## config.mk

```make
export PLATFORM = sky130hd
export DESIGN_NAME = rca_4b
export DESIGN_NICKNAME = d
export VERILOG_FILES = /design/src/rtl/rca_pkg.sv /design/src/rtl/rca_full_adder.sv /design/src/rtl/rca_4b.sv
export SDC_FILE = /design/constraint.sdc
export NUM_CORES = 1
export LEC_CHECK = 0
export ABC_AREA = 1
export BUFFER_PORTS_ARGS = -buffer_cell sky130_fd_sc_hd__buf_2
export CAP_MARGIN = 5
export CORE_AREA = 2 2 39 41
export DETAILED_ROUTE_END_ITERATION = 8
export DIE_AREA = 0 0 41 43
export GPL_ROUTABILITY_DRIVEN = 0
export GPL_TIMING_DRIVEN = 0
export PLACE_DENSITY = 0.58
export SYNTH_ARGS = -nofsm -noshare
export SYNTH_HDL_FRONTEND = slang
export SYNTH_SLANG_ARGS = --single-unit
```

## constraint.sdc

```tcl
create_clock -name clk -period 0.8 [get_ports clk]
set_input_delay 0.08 -clock clk [delete_from_list [all_inputs] [get_ports clk]]
set_output_delay 0.08 -clock clk [all_outputs]
set_load 0.02 [all_outputs]
```

## src/rtl/rca_pkg.sv

```systemverilog
// Shared constants and types for the registered ripple-carry adder.
package rca_pkg;

   localparam int RCA_DEF_WIDTH = 4;

   function automatic int rca_res_w(input int w);
      return w + 1;
   endfunction

   typedef logic [RCA_DEF_WIDTH:0] rca_res_t;

endpackage

```

## src/rtl/rca_full_adder.sv

```systemverilog
// Single full-adder cell, written as explicit gates so the chain keeps its structure.
module rca_full_adder (
   input  logic a,
   input  logic b,
   input  logic ci,
   output logic s,
   output logic co
);

   logic p;

   assign p  = a ^ b;
   assign s  = p ^ ci;
   assign co = (a & b) | (ci & p);

endmodule

```

## src/rtl/rca_4b.sv

```systemverilog
// Registered ripple-carry adder: {co, sum} = in0 + in1 + in2, one cycle latency.
// Optional status outputs (out_zero, out_ovf) are enabled by defining RCA_4B_STATUS_EN.
module rca_4b
   import rca_pkg::*;
#(
   parameter int WIDTH = RCA_DEF_WIDTH
) (
   input  logic                 clk,
   input  logic                 rst_n,
   input  logic                 in_valid,
   input  logic [WIDTH-1:0]     in0,
   input  logic [WIDTH-1:0]     in1,
   input  logic                 in2,
   output logic [WIDTH:0]       out0,
   output logic                 out_valid
`ifdef RCA_4B_STATUS_EN
   ,
   output logic                 out_zero,
   output logic                 out_ovf
`endif
);

   localparam int RES_W = rca_res_w(WIDTH);

   logic [WIDTH:0]   c;
   logic [WIDTH-1:0] s;
   logic [RES_W-1:0] res_d, res_q;
   logic             vld_q;

   assign c[0] = in2;

   for (genvar g = 0; g < WIDTH; g++) begin : g_fa
      rca_full_adder u_fa (
         .a  (in0[g]),
         .b  (in1[g]),
         .ci (c[g]),
         .s  (s[g]),
         .co (c[g+1])
      );
   end

   assign res_d = {c[WIDTH], s};

   // out0 holds across idle cycles; only the valid flag drops.
   always_ff @(posedge clk or negedge rst_n) begin
      if (!rst_n) begin
         res_q <= '0;
         vld_q <= 1'b0;
      end else begin
         vld_q <= in_valid;
         if (in_valid) res_q <= res_d;
      end
   end

   assign out0      = res_q;
   assign out_valid = vld_q;

`ifdef RCA_4B_STATUS_EN
   logic zero_d, zero_q;
   logic ovf_d, ovf_q;

   // Signed overflow: carry into the MSB differs from carry out of it.
   assign zero_d = (res_d == '0);
   assign ovf_d  = c[WIDTH] ^ c[WIDTH-1];

   always_ff @(posedge clk or negedge rst_n) begin
      if (!rst_n) begin
         zero_q <= 1'b0;
         ovf_q  <= 1'b0;
      end else if (in_valid) begin
         zero_q <= zero_d;
         ovf_q  <= ovf_d;
      end
   end

   assign out_zero = zero_q;
   assign out_ovf  = ovf_q;
`endif

endmodule

```

==> results of run 1 <==
critical path, cell delays in order:
cell and delay (ps):
buf_8 110, inv_12 40, fa_2 180, inv_2 30
fa_2 330, fa_2 340, inv_2 60, fa_2 420
inv_2 60, nand2_1 40, nand2_1 60
layer usage:
metal  vias up  routed length (um)
li1        149                   -
met1       119                 267
met2        12                 291
met3         0                  54
met4         0                   0
met5         -                   0
cells by family (layout without fill, tap and decap cells):
family	after synthesis	in the layout	synth area share
flops	6	6	0.458
fa+ha+maj	4	4	0.244
buf+inv	11	36	0.126
simple gates	15	15	0.172
cell usage in the layout, fill, tap and decap left out:
| master | synthesis | final |
|---|---|---|
| nand2_1 | 15 | 15 |
| buf_2 | 0 | 9 |
| buf_6 | 0 | 7 |
| inv_2 | 1 | 6 |
| dfrtp_1 | 6 | 6 |
| fa_2 | 0 | 4 |
| buf_4 | 0 | 4 |
| inv_1 | 10 | 3 |
| clkbuf_4 | 0 | 3 |
| inv_12 | 0 | 1 |
| inv_6 | 0 | 1 |
| dlygate4sd3_1 | 0 | 1 |
| buf_8 | 0 | 1 |
cell usage after synthesis:
cell,count
dfrtp_1,6
fa_1,4
inv_1,10
inv_2,1
nand2_1,15
sequential cells by signal, summed over array words and instances, names as in the netlist:
name	cells
out_valid	1
out0	5
stage by stage:
stage          area [um^2]  hold slack, ps   util  std cells
6_report               577            53.1  0.417         77
3_3_place_gp           460           -92.4  0.333         69
3_5_place_dp           460           -89.3  0.333         69
2_1_floorplan          355            -216      -         36
5_1_grt                577            49.3  0.417         77
4_1_cts                577            50.1  0.417         77
power groups by stage:
| stage | Clock, uW | Combinational (uW) | Sequential [uW] |
|---|---|---|---|
| floorplan | 0 | 95.5 | 429 |
| global placement | 0 | 255 | 372 |
| detailed placement | 0 | 260 | 373 |
| CTS | 276 | 375 | 377 |
| global route | 294 | 417 | 382 |
| finish | 264 | 371 | 377 |
timing repair:
item	4_1_cts	5_1_grt
pin swaps	2	2
hold endpoints to repair	6	0
buffers inserted	4	0
hold buffers	1	0
gates resized for setup	18	1
endpoints found under the setup margin	11	10
final cells by class:
class	instances	area, um^2	area share
timing repair buffer	22	179	0.310
sequential	6	150	0.260
clock buffer	3	22.5	0.0390
inverter	11	58.8	0.102
tap	16	20.0	0.0347
multi-input combinational	19	146	0.254
worst max-delay path by stage:
stage | cells past startpoint | from | slack, ps | to
detailed placement | 11 | in0[0] | -1080 | out0[3]
floorplan | 10 | in0[0] | -850 | out0[3]
finish | 11 | in0[0] | -770 | out0[3]
global route | 11 | in0[0] | -840 | out0[3]
CTS | 11 | in0[0] | -780 | out0[3]
global placement | 11 | in0[0] | -1070 | out0[3]
==> qor.csv, run 1 <==
stage;metric;value;unit
outcome;status;finished, violations left;
outcome;violations;negative setup slack;
cts;cts_tree;done;
sta;period_minus_slack;1570;ps
global_route;grt_pass1_vias;280;
logic_synthesis;syn_area_per_cell;9.11;um^2
layout;drive_above_1_share;0.590;
floorplanning;dieArea;1760;um^2
min_path;hp-class;primary input to flop;
pwr;power.internal;718;uW
sta;hold_viol;0;
worst_setup_path;rrSetupSlack;60;ps
logic_synthesis;synth_largest_area_cell;dfrtp_1;
logic_synthesis;syn_inst;36;
logic_synthesis;netlist-cell-type-count;5;
placement;io_buffers;17;
pwr;ir_worst_vdd;0.531;mV
pwr;seqPwrFrac;0.372;
drt;drt-initial-drc-count;6;
logic_synthesis;yosysSeqAreaShare;0.458;
sta;rsz0062_at_grt;yes;
layout;diodes;0;
worst_setup_path;cp_max_fo;1;
sta;finalSetupViolCount;10;
pwr;leakage;0.000318;uW
logic_synthesis;synth.ff_latch_count;6;
logic_synthesis;yosysWarnings;0;
cts;cts_max_level;1;
global_route;grt_util_met2;0.131;
pwr;pwr-share-comb;0.367;
min_path;hold_path_end;out_valid;
worst_setup_path;rr_startpoint;out0[2];
global_route;grt_busiest_layer;met2;
sta;max_freq;636;MHz
worst_setup_path;crit_arrival;1750;ps
floorplanning;core.rowCount;14;
worst_setup_path;r2r_end;out0[2];
drt;drtPass1Iterations;4;
global_route;grt_max_degree;8;
floorplanning;io_pins;18;
pwr;p_per_area;1760;nW/um^2
worst_setup_path;start_kind;primary input;
sta;fin_skew;0;ps
global_route;grt-ovfl-total;0;
drt;num_vias;280;
global_route;use_met1;0.120;
drt;wire_per_inst;7.96;um
global_route;grt_pass1_wl;1070;um
sta;max-slew-margin-rel;0.902;
sta;tns;-2120;ps
pwr;p_sw_frac;0.291;
worst_setup_path;reg2reg_depth;3;
logic_synthesis;synth_top_cell_area_share;0.458;
layout;area_growth;76.0;%
drt;drtAntennaViolNets;0;
logic_synthesis;synth_area_leaders;dfrtp_1, fa_1, nand2_1, inv_1, inv_2;
pwr;clockPowerShare;0.261;
cts;cts_buffer_depth;2;
drt;drc;0;
pwr;p_total;1010;uW
layout;layout.nets;79;
cts;cts_made_buffers;3;
sta;setup_ws;-773;ps
worst_setup_path;required;980;ps
floorplanning;core-area;1380;um^2
global_route;antenna_found_initial;0;
sta;finalMaxSlewViolations;0;
logic_synthesis;syn_area;328;um^2
floorplanning;die_w;41;um
worst_setup_path;critical_path_class;primary input to flop;
logic_synthesis;syn_nets;52;
sta;tightestPinTransition;147;ps
sta;min_period_over_period;1.97;
drt;viasPerCell;3.64;
drt;wl;613;um
placement;place_ws;-1080;ps
global_route;use_met3;0.0314;
floorplanning;die_y;43;um
job;max_cap_violations;0;
cts;clk_latency;230;ps
cts;clk_pin_slew;40;ps
min_path;holdPathStages;1;
worst_setup_path;end_kind;flop;
min_path;hp-start;in_valid;
layout;final.fill_count;147;
pwr;power_switching;295;uW
global_route;track_usage;0.0913;
cts;clock_sinks;6;
floorplanning;initial_core_util;0.237;
cts;ctsRootBufferMaster;clkbuf_4;
No activity file was read; power rests on OpenSTA's default activity.
==> inputs of run 2 (changes only) <==
- RECOVER_POWER: unset -> 100
- SKIP_LAST_GASP: unset -> 1
==> run 2 against run 1 <==
  * First-iteration DRC count grew 33%
  * Setup slack is essentially flat
  * The run still ends with negative setup slack left
  * Largest power group unchanged
  * Combinational power fell by 1%
==> qor.csv, run 2 (synthesis gave the netlist of run 1 again) <==
stage;metric;value;unit;change
outcome;status;finished, violations left;;
outcome;violations;negative setup slack;;
drt;drt-initial-drc-count;8;;+2
sta;finalMaxSlewViolations;0;;unchanged
min_path;hp-class;primary input to flop;;
sta;setup_ws;-773;ps;-0.361 ps
drt;drc;0;;unchanged
layout;area_growth;75.6;%;
placement;place_inst;69;;unchanged
worst_setup_path;slowest_stage;fa_2;;
layout;layout.cells.non_filler;77;;unchanged
sta;period_minus_slack;1570;ps;+0.361 ps
sta;fin_skew;0;ps;unchanged
drt;drtPass1Iterations;4;;unchanged
floorplanning;core.rowCount;14;;unchanged
drt;viasPerCell;3.66;;+0.71%
global_route;grt-ovfl-total;0;;unchanged
placement;io_buffers;17;;unchanged
pwr;p_per_area;1750;nW/um^2;-0.27%
sta;max_freq;636;MHz;about the same
sta;rsz0062_at_grt;yes;;
floorplanning;core-area;1380;um^2;unchanged
sta;finalSetupViolCount;10;;unchanged
sta;min_period_over_period;1.97;;about the same
cts;clk_latency;230;ps;about the same
floorplanning;die_y;43;um;unchanged
layout;layout.nets;79;;unchanged
pwr;ir_worst_vdd;0.516;mV;-2.9%
floorplanning;die_w;41;um;unchanged
global_route;antenna_found_initial;0;;unchanged
drt;num_vias;282;;+0.71%
global_route;grt_max_degree;8;;unchanged
cts;cts_tree;done;;
job;max_cap_violations;0;;unchanged
cts;clock_sinks;6;;unchanged
worst_setup_path;cp.buffers_inverters;5;;unchanged
worst_setup_path;reg2reg_depth;3;;unchanged
min_path;holdPathStages;1;;unchanged
worst_setup_path;cp.depth;11;;unchanged
global_route;grt_pass1_vias;280;;unchanged
worst_setup_path;path_delay_family;adder cells;;
worst_setup_path;crit_arrival;1750;ps;about the same
drt;wl;610;um;-0.49%
layout;largest_reg_flops;5;;unchanged
layout;final_cell_mix;nand2_1, buf_2, buf_6, dfrtp_1, inv_2;;
worst_setup_path;crit_chain;buf_8 > inv_12 > fa_2 > inv_2 > fa_2 > fa_2 > inv_2 > fa_2 > inv_1 > nand2_1 > nand2_1;;
worst_setup_path;cp_max_fo;1;;unchanged
floorplanning;initial_core_util;0.237;;unchanged
worst_setup_path;critical_path_class;primary input to flop;;
sta;hold_viol;0;;unchanged
layout;final_common_cell;nand2_1;;
cts;cts_max_level;1;;unchanged
cts;cts_buffer_depth;2;;unchanged
cts;ctsRootBufferMaster;clkbuf_4;;
worst_setup_path;required;980;ps;about the same
worst_setup_path;critical_path.max_stage_delay;410;ps;about the same
layout;diodes;0;;unchanged
floorplanning;dieArea;1760;um^2;unchanged
worst_setup_path;start_kind;primary input;;
worst_setup_path;cpMostUsedCell;fa_2;;
pwr;leakage;0.000317;uW;-0.53%
sta;tightestPinTransition;315;ps;+168 ps
global_route;track_usage;0.0903;;-0.00101
layout;drive_above_1_share;0.557;;-0.0328
pwr;p_total;1010;uW;-0.49%
drt;wire_per_inst;7.92;um;-0.49%
worst_setup_path;end_kind;flop;;
cts;clk_pin_slew;40;ps;about the same
sta;max-slew-margin-rel;0.790;;-0.112
cts;cts_made_buffers;3;;unchanged
global_route;grt_pass1_wl;1060;um;-0.65%
floorplanning;io_pins;18;;unchanged
drt;drtAntennaViolNets;0;;unchanged
[run 2: changes by cell type in the layout (fill, tap and decap cells not counted), sizes merged]
cell | previous run | this run
clkbuf | 3 | 4
buf | 21 | 20
[run 2: area by class of cell]
cell class	count	area (um^2)
fill	146	808
timing repair buffer	22	178
clock buffer	3	22.5
sequential	6	150
tap	16	20.0
inverter	11	58.8
multi-input combinational	19	146
[run 2: through the flow]
step                      hold slack (ps)  utilization  setup TNS (ps)  setup slack [ps]  cell area, um^2
after detailed placement            -89.3        0.333           -3490             -1080              460
after global placement              -92.4        0.333           -3460             -1070              460
final                                52.2        0.416           -2120              -773              576
after floorplan                      -216            -           -2410              -852              355
after global routing                 49.3        0.416           -2490              -844              576
after CTS                            50.1        0.417           -2180              -779              577
[run 2: final timing paths]
| check | start | to | slack [ps] |
|---|---|---|---|
| max | in0[0] | out0[3] | -770 |
| min | in_valid | out_valid | 50 |
| max reg2reg | out0[2] | out0[2] | 60 |
| min reg2reg | out0[1] | out0[1] | 500 |
| max in group asynchronous | rst_n | out0[0] | 320 |
| min in group asynchronous | rst_n | out_valid | 240 |
[run 2: worst register-to-register path: cells and delay by family, from the launching register on]
family | cells | cell delay, ps
buffers and inverters | 1 | 140
DFF | 1 | 380
and+or+nand+nor | 2 | 120
[run 2: layer usage]
metal  up-vias  track usage  share of wire
met3         0       0.0314          0.089
li1        149            -              -
met2        12        0.131           0.48
met4         0       0.0400              0
met1       121        0.116           0.43
met5         -            0              0
[run 2: what timing repair did]
action                                  4_1_cts  5_1_grt
resized for setup                            17        1
buffers inserted                              4        0
endpoints found under the setup margin       11       10
hold endpoints to repair                      6        0
hold buffers                                  1        0
pin swaps                                     2        2
[run 2: power breakdown]
| part | internal, uW | switching, uW | total [uW] |
|---|---|---|---|
| Combinational | 198 | 169 | 366 |
| Sequential | 349 | 28.6 | 377 |
| Clock | 169 | 95.5 | 264 |
| Total | 715 | 293 | 1010 |
==> inputs of run 3 (changes only) <==
- PLACE_DENSITY: 0.58 -> 0.6
- clock period: 0.8 -> 1.3 ns (I/O delays scaled with it)
==> run 3 against run 2 <==
  * The flow still finishes with violations (negative setup slack)
  * Sequential power shrank 40%
  * Clock skew is the same
  * Non-clock buffer count shrank 4
  * Die area is the same
  * Worst hold slack gained 41 ps
  * Power shrank 45%
  * Cell area shrank 12%
  * Cell count shrank 5.2%
  * Critical path depth is the same
  * First-iteration DRC count shrank 63%
  * Sequential share of layout area grew 3.6 points
==> qor.csv, run 3 (synthesis gave the netlist of run 1 again) <==
stage;metric;value;unit;change
drt;met2_length;350;um;+19%
global_route;antenna_found_initial;0;;unchanged
layout;area_growth;54.2;%;
min_path;hp-class;primary input to flop;;
floorplanning;core-area;1380;um^2;unchanged
worst_setup_path;critical_path_class;primary input to flop;;
job;max_cap_violations;0;;unchanged
layout;final.fill_count;152;;+4.1%
pwr;leakage;0.000270;uW;-15%
cts;cts_max_level;1;;unchanged
layout;largest_reg_flops;5;;unchanged
cts;ctsRootBufferMaster;clkbuf_4;;
worst_setup_path;path_delay_family;adder cells;;
layout;diodes;0;;unchanged
min_path;hold_path_end;out_valid;;
cts;cts_made_buffers;3;;unchanged
global_route;grt_max_degree;8;;unchanged
worst_setup_path;cp_max_fo;1;;unchanged
worst_setup_path;slowest_stage;fa_2;;
drt;wl;650;um;+6.6%
global_route;grt_pass1_wl;1170;um;+9.8%
drt;routedLengthMet1;250;um;-4.6%
sta;rsz0062_at_grt;yes;;
cts;clk_pin_slew;40;ps;about the same
worst_setup_path;reg2reg_depth;2;;-1
global_route;grt_pass1_vias;275;;-1.8%
worst_setup_path;end_kind;flop;;
drt;drc;0;;unchanged
floorplanning;io_pins;18;;unchanged
worst_setup_path;required;1480;ps;+500 ps
sta;setup_ws;-315;ps;+458 ps
sta;min_period_over_period;1.24;;
drt;wire_per_inst;8.90;um;+12%
floorplanning;die_y;43;um;unchanged
worst_setup_path;critical_path.max_stage_delay;420;ps;about the same
layout;layout.cells.non_filler;73;;-5.2%
cts;postCtsSetupBuffers;0;;-4
worst_setup_path;rr_startpoint;out0[0];;
sta;max_freq;619;MHz;
drt;met3_length;50;um;-7.4%
cts;cts_buffer_depth;2;;unchanged
sta;tightestPinTransition;299;ps;-16.0 ps
worst_setup_path;cpMostUsedCell;fa_2;;
drt;dr.max_layer_used;met3;;
drt;drtPass1Iterations;4;;unchanged
sta;max-slew-margin-rel;0.801;;+0.0107
sta;fin_skew;0;ps;unchanged
drt;drt-initial-drc-count;3;;-5
sta;finalSetupViolCount;2;;-8
min_path;holdPathStages;1;;unchanged
worst_setup_path;r2r_end;out0[0];;
min_path;hp-start;in_valid;;
drt;viasPerCell;3.81;;+4.0%
layout;stdcell_area;505;um^2;-12%
worst_setup_path;crit_arrival;1800;ps;+50 ps
worst_setup_path;start_kind;primary input;;
layout;final_cell_mix;nand2_1, buf_2, clkbuf_1, dfrtp_1, inv_1;;
cts;clock_sinks;6;;unchanged
placement;place_ws;-648;ps;+431 ps
worst_setup_path;rrSetupSlack;690;ps;+630 ps
outcome;status;finished, violations left;;
worst_setup_path;cp.buffers_inverters;5;;unchanged
layout;ff_latch_area;150;um^2;unchanged
global_route;grt-ovfl-total;0;;unchanged
pwr;ir_worst_vdd;0.287;mV;-44%
floorplanning;dieArea;1760;um^2;unchanged
sta;hold_viol;0;;unchanged
placement;place_inst;69;;unchanged
global_route;track_usage;0.107;;+0.0164
floorplanning;initial_core_util;0.237;;unchanged
worst_setup_path;crit_chain;buf_6 > inv_4 > fa_2 > inv_2 > fa_2 > fa_2 > inv_2 > fa_2 > inv_1 > nand2_1 > nand2_1;;
layout;layout.nets;75;;-5.1%
placement;dpl_cell_area;460;um^2;unchanged
cts;clk_latency;240;ps;about the same
floorplanning;die_w;41;um;unchanged
outcome;violations;negative setup slack;;
sta;finalMaxSlewViolations;0;;unchanged
sta;period_minus_slack;1620;ps;
cts;cts_tree;done;;
pwr;p_per_area;1100;nW/um^2;-37%
placement;io_buffers;17;;unchanged
layout;final_common_cell;nand2_1;;
drt;num_vias;278;;-1.4%
drt;drtAntennaViolNets;0;;unchanged
layout;drive_above_1_share;0.404;;-0.154
floorplanning;core.rowCount;14;;unchanged
layout;multi_input_area;146;um^2;unchanged
==> run 3: worst register-to-register path, cell delays in order (launching register included) <==
cell	delay, ps
dfrtp_1	380
nand2_1	70
nand2_1	50
==> run 3: layout make-up <==
cell class,count,share of cell area
Timing Repair Buffer,18,0.208
Multi-Input combinational cell,19,0.290
Tap cell,16,0.0396
Clock buffer,3,0.0446
Inverter,11,0.121
Sequential cell,6,0.297
==> run 3: power by group <==
| group | total, uW | leakage [uW] | switching [uW] | internal, uW |
|---|---|---|---|---|
| logic | 161 | 0.000183 | 99.2 | 61.7 |
| registers | 228 | 0.0000725 | 13.9 | 214 |
| clock network | 168 | 0.0000138 | 63.7 | 104 |
==> run 3: per-stage QoR <==
step                utilization  hold WS [ps]  total power (uW)  TNS, ps
finish                    0.365          92.8               557     -411
global route              0.365          78.8               611     -533
CTS                       0.372          79.4               582     -569
detailed placement        0.333         -42.4               395    -1490
global placement          0.333         -41.4               386    -1390
floorplan                     -          -166               323     -657
==> run 3: routing by layer <==
metal  vias up  GRT usage
li1        140          -
met1       128      0.114
met2        10      0.156
met3         0     0.0785
met4         0     0.0400
met5         -          0
==> run 3: timing repair <==
item	CTS	global route
hold buffers	1	0
endpoints found under the setup margin	3	3
hold endpoints to repair	6	0
resized for setup	6	0
pin swaps	5	4
==> run 3: how the worst max path moves through the flow <==
stage,startpoint,end,cells after the start
floorplan,in0[0],out0[3],10
global placement,in0[0],out0[3],11
detailed placement,in0[0],out0[3],11
CTS,in2,out0[3],11
global route,in2,out0[3],11
finish,in2,out0[3],11
